$ cat config.mk
export PLATFORM = sky130hd
export DESIGN_NAME = btb_predictor
export DESIGN_NICKNAME = d
export VERILOG_FILES = /design/src/rtl/cpu_pkg.sv /design/src/rtl/bp_sat_ctr.sv /design/src/rtl/btb_predictor.sv
export SDC_FILE = /design/constraint.sdc
export NUM_CORES = 2
export LEC_CHECK = 0
export ABC_AREA = 1
export CORE_MARGIN = 4
export CORE_UTILIZATION = 25
export CTS_BUF_LIST = sky130_fd_sc_hd__clkbuf_4 sky130_fd_sc_hd__clkbuf_8
export DETAILED_ROUTE_END_ITERATION = 6
export PLACE_DENSITY = 0.46
export RECOVER_POWER = 50
export REMOVE_ABC_BUFFERS = 1
export SLEW_MARGIN = 20
export SYNTH_ARGS = -nofsm -noshare
export SYNTH_HDL_FRONTEND = slang
export SYNTH_SLANG_ARGS = --single-unit
$ cat constraint.sdc
create_clock -name clk -period 36.5 [get_ports clk]
set_clock_uncertainty 0.15 [all_clocks]
set_input_delay 3.65 -clock clk [delete_from_list [all_inputs] [get_ports clk]]
set_output_delay 3.65 -clock clk [all_outputs]
set_load 0.005 [all_outputs]
$ cat src/rtl/cpu_pkg.sv
// Shared CPU constants and types for the branch prediction logic.
// The counter encoding is read as: high bit set means "predict taken".
package cpu_pkg;

  localparam logic [31:0] PC_INCREMENT = 32'd4;

  typedef enum logic [1:0] {
    CTR_SNT = 2'b00,
    CTR_WNT = 2'b01,
    CTR_WT  = 2'b10,
    CTR_ST  = 2'b11
  } ctr_t;

  localparam ctr_t CTR_RESET = CTR_WNT;
  localparam ctr_t CTR_ALLOC = CTR_WT;

  function automatic logic ctr_predicts_taken(input ctr_t c);
    return c[1];
  endfunction

endpackage

$ cat src/rtl/bp_sat_ctr.sv
// Next-state function of a 2-bit saturating direction counter.
module bp_sat_ctr
  import cpu_pkg::*;
(
  input  ctr_t ctr,
  input  logic taken,
  output ctr_t ctr_next
);

  // Move one step toward the observed outcome, holding at either end.
  always_comb begin
    ctr_next = ctr;
    unique case (ctr)
      CTR_SNT: ctr_next = taken ? CTR_WNT : CTR_SNT;
      CTR_WNT: ctr_next = taken ? CTR_WT  : CTR_SNT;
      CTR_WT:  ctr_next = taken ? CTR_ST  : CTR_WNT;
      CTR_ST:  ctr_next = taken ? CTR_ST  : CTR_WT;
      default: ctr_next = ctr;
    endcase
  end

endmodule

$ cat src/rtl/btb_predictor.sv
// Direct-mapped branch target buffer with 2-bit direction counters feeding fetch,
// trained by resolved outcomes from execute, plus branch/mispredict counters.
module btb_predictor
  import cpu_pkg::*;
#(
  parameter int IDX_W = 4
) (
  input  logic        clk,
  input  logic        reset,
  input  logic [31:0] lookup_pc,
  output logic [31:0] pred_next,
  output logic        pred_taken,
  input  logic        upd_valid,
  input  logic [31:0] upd_pc,
  input  logic        upd_taken,
  input  logic [31:0] upd_target,
  input  logic        upd_mispredict,
  input  logic        clear,
  output logic [31:0] branch_count,
  output logic [31:0] mispredict_count
);

  localparam int N     = 1 << IDX_W;
  localparam int TAG_W = 30 - IDX_W;

  logic             valid   [N];
  logic [TAG_W-1:0] tag_mem [N];
  logic [29:0]      tgt_mem [N];
  ctr_t             ctr_mem [N];

  logic [IDX_W-1:0] lk_idx;
  logic [TAG_W-1:0] lk_tag;
  logic             lk_hit;

  logic [IDX_W-1:0] up_idx;
  logic [TAG_W-1:0] up_tag;
  logic             up_hit;
  ctr_t             up_ctr_cur;
  ctr_t             up_ctr_next;

  logic unused_low_bits;

  assign lk_idx = lookup_pc[IDX_W+1:2];
  assign lk_tag = lookup_pc[31:IDX_W+2];
  assign lk_hit = valid[lk_idx] && (tag_mem[lk_idx] == lk_tag);

  // Lookup reads the registered table only, so a same-index update lands next cycle.
  assign pred_taken = lk_hit && ctr_predicts_taken(ctr_mem[lk_idx]);
  assign pred_next  = pred_taken ? {tgt_mem[lk_idx], 2'b00} : (lookup_pc + PC_INCREMENT);

  assign up_idx     = upd_pc[IDX_W+1:2];
  assign up_tag     = upd_pc[31:IDX_W+2];
  assign up_hit     = valid[up_idx] && (tag_mem[up_idx] == up_tag);
  assign up_ctr_cur = ctr_mem[up_idx];

  assign unused_low_bits = ^{upd_pc[1:0], upd_target[1:0]};

  bp_sat_ctr u_sat_ctr (
    .ctr      (up_ctr_cur),
    .taken    (upd_taken),
    .ctr_next (up_ctr_next)
  );

  // Table training; clear takes priority over any same-cycle allocation.
  always_ff @(posedge clk or posedge reset) begin
    if (reset) begin
      for (int i = 0; i < N; i++) begin
        valid[i]   <= 1'b0;
        tag_mem[i] <= '0;
        tgt_mem[i] <= '0;
        ctr_mem[i] <= CTR_RESET;
      end
    end else if (clear) begin
      for (int i = 0; i < N; i++) begin
        valid[i] <= 1'b0;
      end
    end else if (upd_valid) begin
      if (up_hit) begin
        ctr_mem[up_idx] <= up_ctr_next;
        if (upd_taken) begin
          tgt_mem[up_idx] <= upd_target[31:2];
        end
      end else if (upd_taken) begin
        valid[up_idx]   <= 1'b1;
        tag_mem[up_idx] <= up_tag;
        tgt_mem[up_idx] <= upd_target[31:2];
        ctr_mem[up_idx] <= CTR_ALLOC;
      end
    end
  end

  // Performance counters see every reported update, cleared table or not.
  always_ff @(posedge clk or posedge reset) begin
    if (reset) begin
      branch_count     <= '0;
      mispredict_count <= '0;
    end else if (upd_valid) begin
      branch_count <= branch_count + 32'd1;
      if (upd_mispredict) begin
        mispredict_count <= mispredict_count + 32'd1;
      end
    end
  end

endmodule

======== After elaboration in Yosys (flattened, before gate mapping) ========
Cells that the tools add are included.
operators by class
  add/sub/neg operators ................... 3
  $lt $le $gt $ge ......................... 3
  equality and inequality tests ........... 6
  mux-type cells .......................... 44
  bitwise logic cells ..................... 8
  reduce and logical (&&, ||, !) cells .... 13
operators by type and width
  cell                     number
  $bwmux W480              1
  $bwmux W416              1
  $bmux W26 S4             2
  $mux W26                 5
  $bmux W30 S4             1
  $demux W30 S4            1
  $demux W26 S4            1
  $mux W32                 3
  $mux W30                 3
  $add A32 B1 Y32 const B  2
  $mux W16                 4
  $eq A26 B26 Y1           2
  $add A32 B3 Y32 const B  1
  $bwmux W32               1
  $or A16 B16 Y16          2
  $and A16 B16 Y16         1
  $bmux W2 S4              2
  $not A16 Y16             1
  $mux W2                  7
  $ge A5 B5 Y1 const B     2
  $not A4 Y5               2
  $reduce_and A3 Y1        3
  $bmux W1 S4              2
  $demux W2 S4             1
  other kinds (13)         26
word-level totals
  register bits ........................... 1008
  input bits .............................. 102
  word-level logic and storage cells ...... 143

======== Longest topological paths before layout ========
  depth in word-level cells ............... 10
  mapped depth ............................ 24
  gate-level depth less buffers ........... 20

======== By module ========
From an unflattened synthesis, not the netlist that was laid out.
unflattened totals
  cell total of the unflattened synthesis .. 6961
  area total of the unflattened synthesis .. 51774.7 µm²
modules (own cells, without submodules)
  module         instances  cells each  area an instance (µm²)  sequential area each (µm²)
  btb_predictor  1          6956        51753.4                 25244.2
  bp_sat_ctr     1          5           21.3                    0.0

======== Worst setup path before layout ========
Ideal clock, no wire load.
  path type ............................... input -> output
  from .................................... input lookup_pc[3]
  to ...................................... output pred_next[27]
  arrival time ............................ 5.698 ns
  data required time ...................... 32.700 ns
  path slack .............................. 27.002 ns
  cell stages on the path ................. 17
  buffers on the path ..................... 3
  cells stage by stage .................... buf_4 > buf_4 > buf_2 > nand3_1 > nor2_1 > nand2_1 > nor2_1 > nand3_1 > nor2_1 > nand4_1 > nor3_2 > inv_2 > nor2_1 > nand2_1 > xor2_1 > nand2_1 > nand2_1
on the way
  longest elaborated chain between the ends .. 8
  elaborated cells on any way between the ends .. 18
  classes of those cells .................. 1 x add/sub; 1 x eq/ne; 13 x mux; 1 x bitwise; 2 x reduce/logical
RTL lines
  element                                       line                                                           RTL
  from (decl)                                   btb_predictor.sv:10                                            input logic [31:0] lookup_pc,
  $not A4 Y5 (not written as such)              btb_predictor.sv:45, btb_predictor.sv:48, btb_predictor.sv:49
  $bmux W26 S4                                  btb_predictor.sv:45                                            assign lk_hit = valid[lk_idx] && (tag_mem[lk_idx] == lk_tag);
  $mux W26 (not written as such) (2 in series)  btb_predictor.sv:45
  $eq A26 B26 Y1                                btb_predictor.sv:45
  $logic_and A1 B1 Y1                           btb_predictor.sv:45
  $logic_and A1 B1 Y1                           btb_predictor.sv:48                                            assign pred_taken = lk_hit && ctr_predicts_taken(ctr_mem[lk_idx]);
  $mux W32 *                                    btb_predictor.sv:49                                            assign pred_next = pred_taken ? {tgt_mem[lk_idx], 2'b00} : (lookup_pc + PC_INCREMENT);
  to (decl)                                     btb_predictor.sv:11                                            output logic [31:0] pred_next,
Mark *: on every way between the ends. The rest lies on a longest branch, timed or not. The select of a mux whose other input is x is not followed.

==> summary.txt <==
STA
  • Max_slew headroom: -458.7%
  • Final min period: 21.04 ns
  • RSZ-0062 raised after global routing: no
  • Worst-Margin Slew: 8.381 ns
  • Hold Vio Cnt, Final: 0
  • Fmax: 47.52 MHz
  • # setup viols final: 0
  • Fin crit share: 57.66%
  • Pins over their slew limit: 1280
  • Total negative slack: 0 ns

Die
  • Initial cell density of the core: around a quarter
  • Die Y: 462.6 um
  • Die area: 214000 um2
  • IO Count: 199
  • Placeable core area: 205000 um2
  • DIE WIDTH: approximately 460 um
  • Row cnt: 166

Power
  • Leakage: 27.41 nW
  • Design Power: 2.973 mW
  • Pwr dens: 50.07 nW/um2
  • Maximum vdd drop: 0.03766 mV

Yosys
  • Seq/Total Area, Yosys: between 40% and 50%
  • Synth Warn #: 0
  • Synth top area share: 48.05%
  • Mapped Area: 51660 um2
  • Mean area per synthesized cell: approximately 7.4 um2
  • Yosys cell types: 44
  • Yosys reg bits: 1008
  • Synth Instances: roughly 7000
  • Synth Flop Type: dfrtp_1
  • EDFF count, synth: 0
  • Ys async rst share: 100.0%
  • Ranking of synthesized cells by area: dfrtp_1, nand2_1, o21ai_0
  • Yosys top cell by area: dfrtp_1

Critical path
  • Critical Path, Cell by Cell: dlygate4sd3_1 > clkinvlp_2 > clkbuf_1 > clkbuf_1
  • Max FO, Critical Path: 156
  • Cell family with most CP delay: buffers and inverters
  • Setup crit end kind: asynchronous set/reset pin
  • Critical path arrival: 19.85 ns
  • Slowest-stage cell, CP: clkbuf_1
  • Critical path launch point type: input pin
  • Req. time, crit path: 35.30 ns
  • Most used cell, CP: clkbuf_1
  • Slowest stage delay, CP: 6.24 ns
  • Crit Path Category: in -> async
  • Critical path buffer and inverter count: 4

CTS
  • Worst-path clk slew: 0.06 ns
  • CTS Buf Count: around 190
  • CTS Sinks: ~1000
  • Clock tree buffer depth: 3
  • Clk_lat worst skew: 0.98 ns
  • Root Driver: clkbuf_8
  • Setup bufs post-CTS: 0
  • Post_cts resized: 0
  • CTS Hold Bufs: 0
  • H-tree depth: 4
  • CTS tree: done

Drt
  • Drt first pass iters: 7
  • Vias per inst: between 4 and 5
  • Initial drt markers: 4860
  • Wirelength per Cell: 21.09 um
  • DRC violations left: 0
  • Remaining antenna violation count: 0
  • DR vias: 47620
  • Total Wirelength: about 210 mm

GRT
  • First-pass GRT wire length: 307.8 mm
  • Antenna violations before repair: 12
  • GRT Util Overall: a little under a fifth
  • GR Overflow Total: 0
  • Largest net degree at the start of global routing: 157
  • Vias in the first global route: 46000

Placement
  • Dpl cell area: roughly 55000 um2
  • DP HPWL: between 100 and 150 mm
  • PortBufs: 194
  • Placer Congestion: 0.8643
  • Dpl cells: 9409

Worst hold path
  • Min-Delay Path Class: reg -> reg

Finish
  • Final Instance Area: 59380 um2
  • Post-Route Utilization: 28.96%
  • Filler cells: 22410
  • Area growth syn-to-layout: 14.93%
  • Commonest non-fill, non-tap cell in the layout: nand2_1
  • Most frequent cells in the layout: nand2_1, o21ai_0, dfrtp_1, nor2_1, inv_1
  • Final instance count without filler cells: just under 10000
  • Share of layout cells above drive strength 1: 6.538%
  • Nets: around 7000

Flow run
  • Max-Cap Viols: 19

Run status
  • Status: complete, but fails checks
  • Failing checks: max-capacitance violations, max-slew violations
[cells by family (layout without fill, tap and decap cells)]
logic type               count (synthesis)  count (layout)  synth area share [%]
other                                    0               7                     0
AO/OA/AOI/OAI                         1782            1782                 18.29
AND/OR/NAND/NOR                       3235            3235                 24.56
flip-flops                            1008            1008                 48.86
adder cells (fa/ha/maj)                  3               3               0.07266
XOR/XNOR                                87              87                 1.475
buffers and inverters                  843             936                 6.740
[power by group]
part | switching, mW | total (mW) | internal, mW | leakage [nW]
combinational | 0.287 | 0.441 | 0.154 | 12.0
sequential | 0.0921 | 1.35 | 1.26 | 13.3
clock | 0.535 | 1.18 | 0.644 | 2.13
total | 0.915 | 2.97 | 2.06 | 27.4
[layer usage]
| layer | track usage [%] | part of all wire (%) | wire length [um] |
|---|---|---|---|
| met1 | 25.94 | 45 | 92480 |
| met2 | 29.70 | 45 | 92130 |
| met3 | 2.998 | 6.4 | 13190 |
| met4 | 7.118 | 3.8 | 7743 |
| met5 | 0 | 0 | 0 |
[sequential cells by signal (all words and copies together) (netlist names)]
name              count
mispredict_count     32
tag_mem             416
ctr_mem              32
tgt_mem             480
branch_count         32
valid                16
[metrics by stage]
stage                     worst slack (ns)  hold WS, ns
after global placement               22.41       0.3053
final                                15.46       0.3127
after CTS                            22.38       0.3134
after detailed placement             22.42       0.3040
after global routing                 11.84       0.3261
after floorplan                      4.364       0.2919
[final cells by class]
cell class	count	area, um2	area share [%]
clock buffers	295	3685	6.206
repair buffers	269	2444	4.115
multi-input cells	5107	23040	38.80
clock inverters	35	305.3	0.5142
flip-flops and latches	1008	25240	42.52
well taps	2688	3363	5.664
inverters	337	1281	2.158
diodes	7	17.52	0.02950
[path summary, 6_finish.rpt]
check / from / to / slack [ns] / cells past startpoint
setup reg to reg: tag_mem[124] / valid[15] / 31.85 / 17
hold / removal: ctr_mem[14] / ctr_mem[14] / 0.31 / 2
setup / recovery: reset / tag_mem[42] / 15.46 / 4
max in group clk: lookup_pc[3] / pred_next[30] / 22.15 / 18
min in group asynchronous: reset / tgt_mem[132] / 4.80 / 2
hold reg to reg: ctr_mem[14] / ctr_mem[14] / 0.31 / 2
[synthesized netlist by cell type (2+ instances only)]
| cell | number |
|---|---|
| a21oi_1 | 92 |
| a221oi_1 | 3 |
| a22oi_1 | 15 |
| a31oi_1 | 4 |
| and3_1 | 3 |
| buf_1 | 15 |
| buf_2 | 117 |
| buf_4 | 42 |
| clkbuf_1 | 331 |
| dfrtp_1 | 992 |
| dfstp_2 | 16 |
| ha_1 | 3 |
| inv_1 | 329 |
| inv_2 | 6 |
| nand2_1 | 2275 |
| nand2_2 | 2 |
| nand2_4 | 10 |
| nand3_1 | 230 |
| nand4_1 | 24 |
| nor2_1 | 641 |
| nor2_2 | 2 |
| nor2_4 | 2 |
| nor3_1 | 28 |
| nor4_1 | 11 |
| o2111ai_1 | 12 |
| o211ai_1 | 80 |
| o21ai_0 | 1200 |
| o21ai_1 | 250 |
| o221ai_1 | 29 |
| o22ai_1 | 95 |
| xnor2_1 | 17 |
| xor2_1 | 70 |
[tightest hold or removal path: stages (launching register included)]
cell and delay, ns:
dfstp_2 0.37, nand2_1 0.05, nand2_1 0.04
Note: power is estimated with default switching activity, not from simulation.
